<file path="config.mk">
export PLATFORM = sky130hd
export DESIGN_NAME = uart_rx_frame_flat
export DESIGN_NICKNAME = d
export VERILOG_FILES = /design/src/rtl/uart_rx_frame_if.sv /design/src/rtl/uart_rx_frame.sv /design/src/flat_wrapper.sv
export SDC_FILE = /design/constraint.sdc
export NUM_CORES = 1
export LEC_CHECK = 0
export CAP_MARGIN = 10
export CORE_MARGIN = 4
export CORE_UTILIZATION = 48
export DETAILED_ROUTE_END_ITERATION = 16
export PLACE_DENSITY = 0.73
export SLEW_MARGIN = 20
export SYNTH_ARGS = -nofsm -noshare
export SYNTH_HDL_FRONTEND = slang
export SYNTH_SLANG_ARGS = --single-unit
</file>
<file path="constraint.sdc">
create_clock -name clk -period 1.75 [get_ports clk]
set_input_delay 0.525 -clock clk [delete_from_list [all_inputs] [get_ports clk]]
set_output_delay 0.525 -clock clk [all_outputs]
set_load 0.03 [all_outputs]
</file>
<file path="src/rtl/uart_rx_frame_if.sv">
// Serial-line inputs and per-frame result signals of the UART byte assembler.
// slave is the receiver's view; master is the upstream/downstream view.
interface uart_rx_frame_if #(
  parameter int DATA_BITS = 8
);
  logic                 rx_in;
  logic                 start_edge;
  logic [DATA_BITS-1:0] rx_data;
  logic                 rx_valid;
  logic                 frame_err;
  logic                 parity_err;
  logic                 busy;

  modport master (
    output rx_in, start_edge,
    input  rx_data, rx_valid, frame_err, parity_err, busy
  );

  modport slave (
    input  rx_in, start_edge,
    output rx_data, rx_valid, frame_err, parity_err, busy
  );
endinterface

</file>
<file path="src/rtl/uart_rx_frame.sv">
// UART byte assembler (8N1, or 8E1 when RX_PARITY_EN is defined); result strobe HALF+(DATA_BITS+1)*CLKS_PER_BIT+1
// cycles after start_edge (+CLKS_PER_BIT with parity); no backpressure, every strobe is a single registered cycle.
module uart_rx_frame #(
  parameter int CLKS_PER_BIT = 16,
  parameter int DATA_BITS    = 8
) (
  input  logic           clk,
  input  logic           rst_n,
  uart_rx_frame_if.slave bus
);
  localparam int HALF = CLKS_PER_BIT / 2;
  localparam int TW   = $clog2(CLKS_PER_BIT);
  localparam int CW   = $clog2(DATA_BITS + 1);

  typedef enum logic [2:0] {IDLE, START, DATA, PARITY, STOP} state_t;

  state_t               state, state_nxt;
  logic [TW-1:0]        timer;
  logic [CW-1:0]        bit_cnt;
  logic [DATA_BITS-1:0] shift_q, data_q;
  logic                 sync1, rx_s;
  logic                 valid_q, ferr_q;
  logic                 valid_nxt, ferr_nxt;
  logic                 half_done, bit_done, last_bit;

`ifdef RX_PARITY_EN
  logic par_acc, par_bad_q, perr_q, perr_nxt;
`endif

  assign half_done = (timer == TW'(HALF - 1));
  assign bit_done  = (timer == TW'(CLKS_PER_BIT - 1));
  assign last_bit  = (bit_cnt == CW'(DATA_BITS - 1));

  always_ff @(posedge clk or negedge rst_n) begin
    if (!rst_n) begin
      sync1 <= 1'b1;
      rx_s  <= 1'b1;
    end else begin
      sync1 <= bus.rx_in;
      rx_s  <= sync1;
    end
  end

  always_ff @(posedge clk or negedge rst_n) begin
    if (!rst_n) state <= IDLE;
    else        state <= state_nxt;
  end

  always_comb begin
    state_nxt = state;
    case (state)
      IDLE:   if (bus.start_edge) state_nxt = START;
      START:  if (half_done) state_nxt = rx_s ? IDLE : DATA;
      DATA: begin
        if (bit_done && last_bit) begin
`ifdef RX_PARITY_EN
          state_nxt = PARITY;
`else
          state_nxt = STOP;
`endif
        end
      end
      PARITY: if (bit_done) state_nxt = STOP;
      STOP:   if (bit_done) state_nxt = IDLE;
      default: state_nxt = IDLE;
    endcase
  end

  // A low stop bit outranks a parity mismatch.
  always_comb begin
    valid_nxt = 1'b0;
    ferr_nxt  = 1'b0;
`ifdef RX_PARITY_EN
    perr_nxt  = 1'b0;
`endif
    if (state == STOP && bit_done) begin
      if (!rx_s) ferr_nxt = 1'b1;
`ifdef RX_PARITY_EN
      else if (par_bad_q) perr_nxt = 1'b1;
`endif
      else valid_nxt = 1'b1;
    end
  end

  always_ff @(posedge clk or negedge rst_n) begin
    if (!rst_n) begin
      timer   <= '0;
      bit_cnt <= '0;
      shift_q <= '0;
      data_q  <= '0;
      valid_q <= 1'b0;
      ferr_q  <= 1'b0;
    end else begin
      if (state == IDLE || state_nxt != state) timer <= '0;
      else                                     timer <= timer + 1'b1;

      if (state != DATA)  bit_cnt <= '0;
      else if (bit_done)  bit_cnt <= bit_cnt + 1'b1;

      if (state == DATA && bit_done) shift_q <= {rx_s, shift_q[DATA_BITS-1:1]};

      valid_q <= valid_nxt;
      ferr_q  <= ferr_nxt;
      if (valid_nxt) data_q <= shift_q;
    end
  end

`ifdef RX_PARITY_EN
  always_ff @(posedge clk or negedge rst_n) begin
    if (!rst_n) begin
      par_acc   <= 1'b0;
      par_bad_q <= 1'b0;
      perr_q    <= 1'b0;
    end else begin
      if (state == START) begin
        par_acc   <= 1'b0;
        par_bad_q <= 1'b0;
      end else if (state == DATA && bit_done) begin
        par_acc <= par_acc ^ rx_s;
      end else if (state == PARITY && bit_done) begin
        par_bad_q <= par_acc ^ rx_s;
      end
      perr_q <= perr_nxt;
    end
  end
  assign bus.parity_err = perr_q;
`else
  assign bus.parity_err = 1'b0;
`endif

  assign bus.rx_data   = data_q;
  assign bus.rx_valid  = valid_q;
  assign bus.frame_err = ferr_q;
  assign bus.busy      = (state != IDLE);
endmodule

</file>
<file path="src/flat_wrapper.sv">
// flat-port wrapper written by rule: the top's interface ports become plain ports
module uart_rx_frame_flat 
#(
  parameter int CLKS_PER_BIT = 16,
  parameter int DATA_BITS    = 8
)
  (clk, rst_n, bus_rx_in, bus_start_edge, bus_rx_data, bus_rx_valid, bus_frame_err, bus_parity_err, bus_busy);
  uart_rx_frame_if #(.DATA_BITS(DATA_BITS)) bus_i ();
  input  logic clk;
  input  logic rst_n;
  input wire logic [$bits(bus_i.rx_in)-1:0] bus_rx_in;
  input wire logic [$bits(bus_i.start_edge)-1:0] bus_start_edge;
  output wire logic [$bits(bus_i.rx_data)-1:0] bus_rx_data;
  output wire logic [$bits(bus_i.rx_valid)-1:0] bus_rx_valid;
  output wire logic [$bits(bus_i.frame_err)-1:0] bus_frame_err;
  output wire logic [$bits(bus_i.parity_err)-1:0] bus_parity_err;
  output wire logic [$bits(bus_i.busy)-1:0] bus_busy;
  assign bus_i.rx_in = bus_rx_in;
  assign bus_i.start_edge = bus_start_edge;
  assign bus_rx_data = bus_i.rx_data;
  assign bus_rx_valid = bus_i.rx_valid;
  assign bus_frame_err = bus_i.frame_err;
  assign bus_parity_err = bus_i.parity_err;
  assign bus_busy = bus_i.busy;
  uart_rx_frame #(.CLKS_PER_BIT(CLKS_PER_BIT), .DATA_BITS(DATA_BITS)) u_core (.clk(clk), .rst_n(rst_n), .bus(bus_i));
endmodule
</file>
Word level (Yosys, flattened, before mapping) --
Cells that the tools add are included.
Storage, ports and cells: bits in registers 31, input port bits 4, output and inout port bits 12, logic and storage cells 41
Cells by class: add/subtract/negate cells 2, eq/ne operators 9, mux-type cells 14, reductions and logical operators 7
Operators by type and width (number):
- 3-bit two-way mux | 5
- 3-bit case mux with 5 select lines | 1
- 4-bit two-way mux | 3
- 4-bit by 1-bit adder with 4-bit output, second input constant | 2
- 4-bit by 3-bit equality test with 1-bit output, second input constant | 2
- 3-bit by 2-bit equality test with 1-bit output, second input constant | 2
- 4-bit equality test, second input constant | 1
- 1-bit two-way mux | 4
- 3-bit by 1-bit equality test with 1-bit output, second input constant | 1
- 3-bit equality test, second input constant | 1
- 1-bit logical AND | 3
- 3-bit zero test | 1
- 3-bit by 2-bit inequality test with 1-bit output, second input constant | 1
- 3-bit inequality test | 1
- 3-bit nonzero test | 1
- 2-bit two-way mux | 1
- 2-bit nonzero test | 1
- 1-bit logical OR | 1

Logic depth before layout (Yosys ltp) --
Gate-level depths: netlist of run 1.
depth after elaboration 7, mapped depth 5, mapped depth without buffers 4

Least setup slack after synthesis of run 1 --
No wires, ideal clock.
path kind flip-flop to flip-flop, start register u_core.timer[0], end register u_core.data_q[0] (netlist: u_core.bus.rx_data[0]), library setup time 125 ps, arrival 1557 ps, slack 68 ps, cell stages (with the launch flop) 5, cell sequence dfrtp_1 > ha_1 > nand3_4 > nor4_4 > mux2_2
On the way: longest elaborated chain between the ends 3
RTL lines:
- from (decl) | line uart_rx_frame.sv:18 | logic [TW-1:0] timer;
- from (signal assigned) | line uart_rx_frame.sv:95 | else timer <= timer + 1'b1;
- 4-bit equality test | line uart_rx_frame.sv:31 | assign bit_done = (timer == TW'(CLKS_PER_BIT - 1));
- 1-bit logical AND | line uart_rx_frame.sv:76 | if (state == STOP && bit_done) begin
- 1-bit two-way mux | line uart_rx_frame.sv:76
- to (signal assigned) | line uart_rx_frame.sv:104 | if (valid_nxt) data_q <= shift_q;
- to (decl) | line uart_rx_frame.sv:20 | logic [DATA_BITS-1:0] shift_q, data_q;
No other way between the ends. A chain may end at the register's enable or synchronous reset.

Final worst setup path of run 1 --
start register u_core.state[2], end output bus_busy
On the way: longest elaborated chain between the ends 1
RTL lines:
- from (decl) | line uart_rx_frame.sv:17 | state_t state, state_nxt;
- from (signal assigned) | line uart_rx_frame.sv:46 | else state <= state_nxt;
- 3-bit nonzero test | line uart_rx_frame.sv:134 | assign bus.busy = (state != IDLE);
- to (decl) | line flat_wrapper.sv:17 | output wire logic [$bits(bus_i.busy)-1:0] bus_busy;
No other way between the ends.

==> results of run 1 <==
-- layout by cell type, fill, tap and decap left out, types with 2 or more instances in the layout --
cell type	netlist	routed
nor3b_1	2	2
dfrtp_1	29	28
nor2_1	5	4
a32oi_1	2	2
dlygate4sd2_1	0	10
nor4_1	2	2
nand2b_1	3	3
xor2_1	4	4
nand3_1	4	4
mux2_2	16	16
a21oi_1	4	4
buf_4	1	11
clkdlybuf4s50_1	0	3
o21ai_0	3	3
ha_1	2	2
inv_1	3	2
dfstp_2	2	2
mux2i_1	2	2
nand3b_1	2	2
clkbuf_4	0	5
-- where the power goes --
group | internal (mW) | total (mW) | switching [mW]
clock | 0.337 | 0.579 | 0.242
combinational | 0.273 | 0.591 | 0.319
sequential | 0.811 | 0.911 | 0.0995
-- timing repair --
item / 4_1_cts / 5_1_grt
setup buffers: 2 / 0
setup endpoints to repair: 11 / 1
gates resized for setup: 13 / 4
hold buffers: 0 / 0
-- layout make-up --
type / instances / share of cell area (%)
Timing Repair Buffer: 25 / 12.6
Clock buffer: 6 / 3.05
Sequential cell: 31 / 46.4
Multi-Input combinational cell: 65 / 32.8
Tap cell: 30 / 2.23
Clock inverter: 2 / 2.08
Inverter: 3 / 0.819
-- metal layers --
metal  wire length [microns]  up-vias  share of wire (%)  GRT usage [%]
li1                        -      430                  -              -
met1                    1090      450                 45           21.1
met2                    1180       19                 49           22.7
met3                      93        4                3.9           6.29
met4                      36        0                1.5           5.26
met5                       0        -                  0              0
-- flip-flops by register name, indices dropped and copies added, names as in the netlist --
| register | count |
|---|---|
| u_core.shift_q | 8 |
| u_core.timer | 4 |
| u_core.rx_s | 1 |
| u_core.bus.rx_valid | 1 |
| u_core.bit_cnt | 4 |
| u_core.state | 3 |
| u_core.bus.frame_err | 1 |
| u_core.bus.rx_data | 8 |
| u_core.sync1 | 1 |
-- stage by stage --
| step | hold slack (ns) | setup slack [ns] | instances | TNS [ns] | instance area [sq um] |
|---|---|---|---|---|---|
| floorplan | 0.229 | 0.0683 | 104 | 0 | 1350 |
| global placement | 0.345 | 0.171 | 152 | 0 | 1570 |
| CTS | 0.361 | 0.00278 | 162 | 0 | 1670 |
| finish | 0.360 | 0.0697 | 162 | 0 | 1680 |
| detailed placement | 0.347 | 0.130 | 152 | 0 | 1570 |
| global route | 0.366 | -0.00297 | 162 | -0.00297 | 1680 |
-- how the worst min path moves through the flow --
| stage | start | endpoint | slack, ns | cells after the start |
|---|---|---|---|---|
| 4_1_cts | u_core.sync1 | u_core.rx_s | 0.36 | 0 |
| 3_5_place_dp | u_core.sync1 | u_core.rx_s | 0.35 | 0 |
| 2_1_floorplan | rst_n | u_core.bit_cnt[0] | 0.23 | 0 |
| 6_report | u_core.sync1 | u_core.rx_s | 0.36 | 0 |
| 5_1_grt | u_core.sync1 | u_core.rx_s | 0.37 | 0 |
| 3_3_place_gp | u_core.sync1 | u_core.rx_s | 0.35 | 0 |
-- synthesized netlist by cell type (all sizes together) (2+ instances only) --
library cell,instances,share of area [%]
dfrtp,29,54
mux2,16,13
nand3,5,2.8
nor2,5,1.4
a21oi,4,1.5
xor2,4,2.6
clkbuf,3,0.83
inv,3,0.83
nand2b,3,1.4
nor4,3,2.5
o21ai,3,1.1
a32oi,2,1.3
buf,2,0.83
dfstp,2,3.9
ha,2,1.8
mux2i,2,1.5
nand3b,2,1.1
nor3b,2,1.1
-- cell families after synthesis --
| kind of cell | synth area share (%) |
|---|---|
| fa+ha+maj | 1.85 |
| other cells | 0.277 |
| mux | 14.8 |
| xor+xnor | 2.59 |
| buf+inv | 2.50 |
| simple gates | 13.9 |
| flops | 57.5 |
| compound gates | 6.66 |
-- worst register-to-register path, cell delays in order, from the launching register on --
cell,delay (ns)
dfrtp_1,0.38
ha_1,0.22
nand3_4,0.13
nor3_4,0.39
mux2_2,0.39
==> results.txt, run 1 <==
Detailed Place HPWL -> 1790 microns
sequential cell area -> 779 sq um
Synthesis Warnings -> 0
VDD IR max -> 0.829 mV
initial antenna violation count -> 0
CP max FO -> 7
Worst path max stage delay -> 0.40 ns
Setup Skew -> 0.00873 ns
H-tree levels -> 2
Synth Cell Area -> 0.00135 sq mm
utilization after layout -> 64.9%
Buf/Inv on CP -> 3
Initial Util -> 52.3%
port bufs -> 14
first-pass GRT wire length -> 4170 microns
hold crit path type -> register to register
Post-synth EDFFs -> 0
grt total ovfl -> 0
outcome -> finished clean
die height -> 61.1 microns
vias -> 903
drt initial violations -> 12
Levels on crit path -> 4
FF-to-FF End -> u_core.shift_q[3]
Total GRT Usage -> 15.6%
die width -> 61.1 microns
Max Freq -> 595 MHz
CP Cell Sequence -> buf_4 -> inv_4 -> nand2_2 -> buf_6
TritonCTS clock tree -> built
Syn-to-layout area delta -> 24.1%
vias in the first global route -> 881
crit path to -> bus_busy
Overall Power -> 2.08 mW
R2R setup slack -> 0.15 ns
Mapped Cells -> 104
Clock Sinks -> 31
maxcap violations -> 0
CTS Root Buffer Type -> clkbuf_4
Hold Vio Cnt, Final -> 0
Crit path max-delay family -> flip-flops
Top-Level Pins -> 16
slowest stage cell on the critical path -> dfrtp_1
sequential element share of the synthesized area -> 57.5%
share of cells above drive strength 1 -> 34.8%
clock buffer depth -> 2
final period utilization -> 96.0%
Filler cells -> 212
Worst setup EP type -> output pin
Final setup viols -> 0
total CTS buffers -> 5
routability cong. -> 0.770
flops & latches, synth -> 31
Final ANT Viol Nets -> 0
number of remaining DRC errors -> 0
DRT Wirelength -> 2400 microns
synth unique cells -> 33
multi-input gate area in the final layout -> 552 sq um
top_reg_cell synth -> dfrtp_1
max-slew violation count -> 0
Nets -> 137
core area -> 0.00259 sq mm
WL/cell -> 14.8 microns
PD cells -> 1240 mW/mm^2
row count -> 18
Leak -> 0.836 nW
crit path from -> u_core.state[2]
worst r2r src -> u_core.timer[0]
worst skew pair latency -> 0.33 ns
Syn Nets -> 110
die area -> 0.00373 sq mm
Worst-path clk slew -> 0.09 ns
Vias per Instance -> 5.57
detailed-router iteration count before antenna repair -> 4
Setup CP Type -> register to output pin
number of diodes -> 0
Critical Path RT -> 1.22 ns
Worst Path Arrival -> 1.16 ns
fin crit period -> 1.68 ns
Worst Setup Start Kind -> register
largest net degree at the start of global routing -> 21
ys async rst share -> 100%
Syn Area/Cell -> 13.0 sq um
R2R cell count -> 4
Power figures use the tool's default switching activity.
==> run 2: changes to the inputs <==
--- a/config.mk
+++ b/config.mk
@@ -10,7 +10,7 @@
 export CORE_UTILIZATION = 48
 export DETAILED_ROUTE_END_ITERATION = 16
 export PLACE_DENSITY = 0.73
-export SLEW_MARGIN = 20
+export SLEW_MARGIN = 0
 export SYNTH_ARGS = -nofsm -noshare
 export SYNTH_HDL_FRONTEND = slang
 export SYNTH_SLANG_ARGS = --single-unit
==> results of run 2 <==
The final DEF is identical to that of run 1; final timing and power are the same.
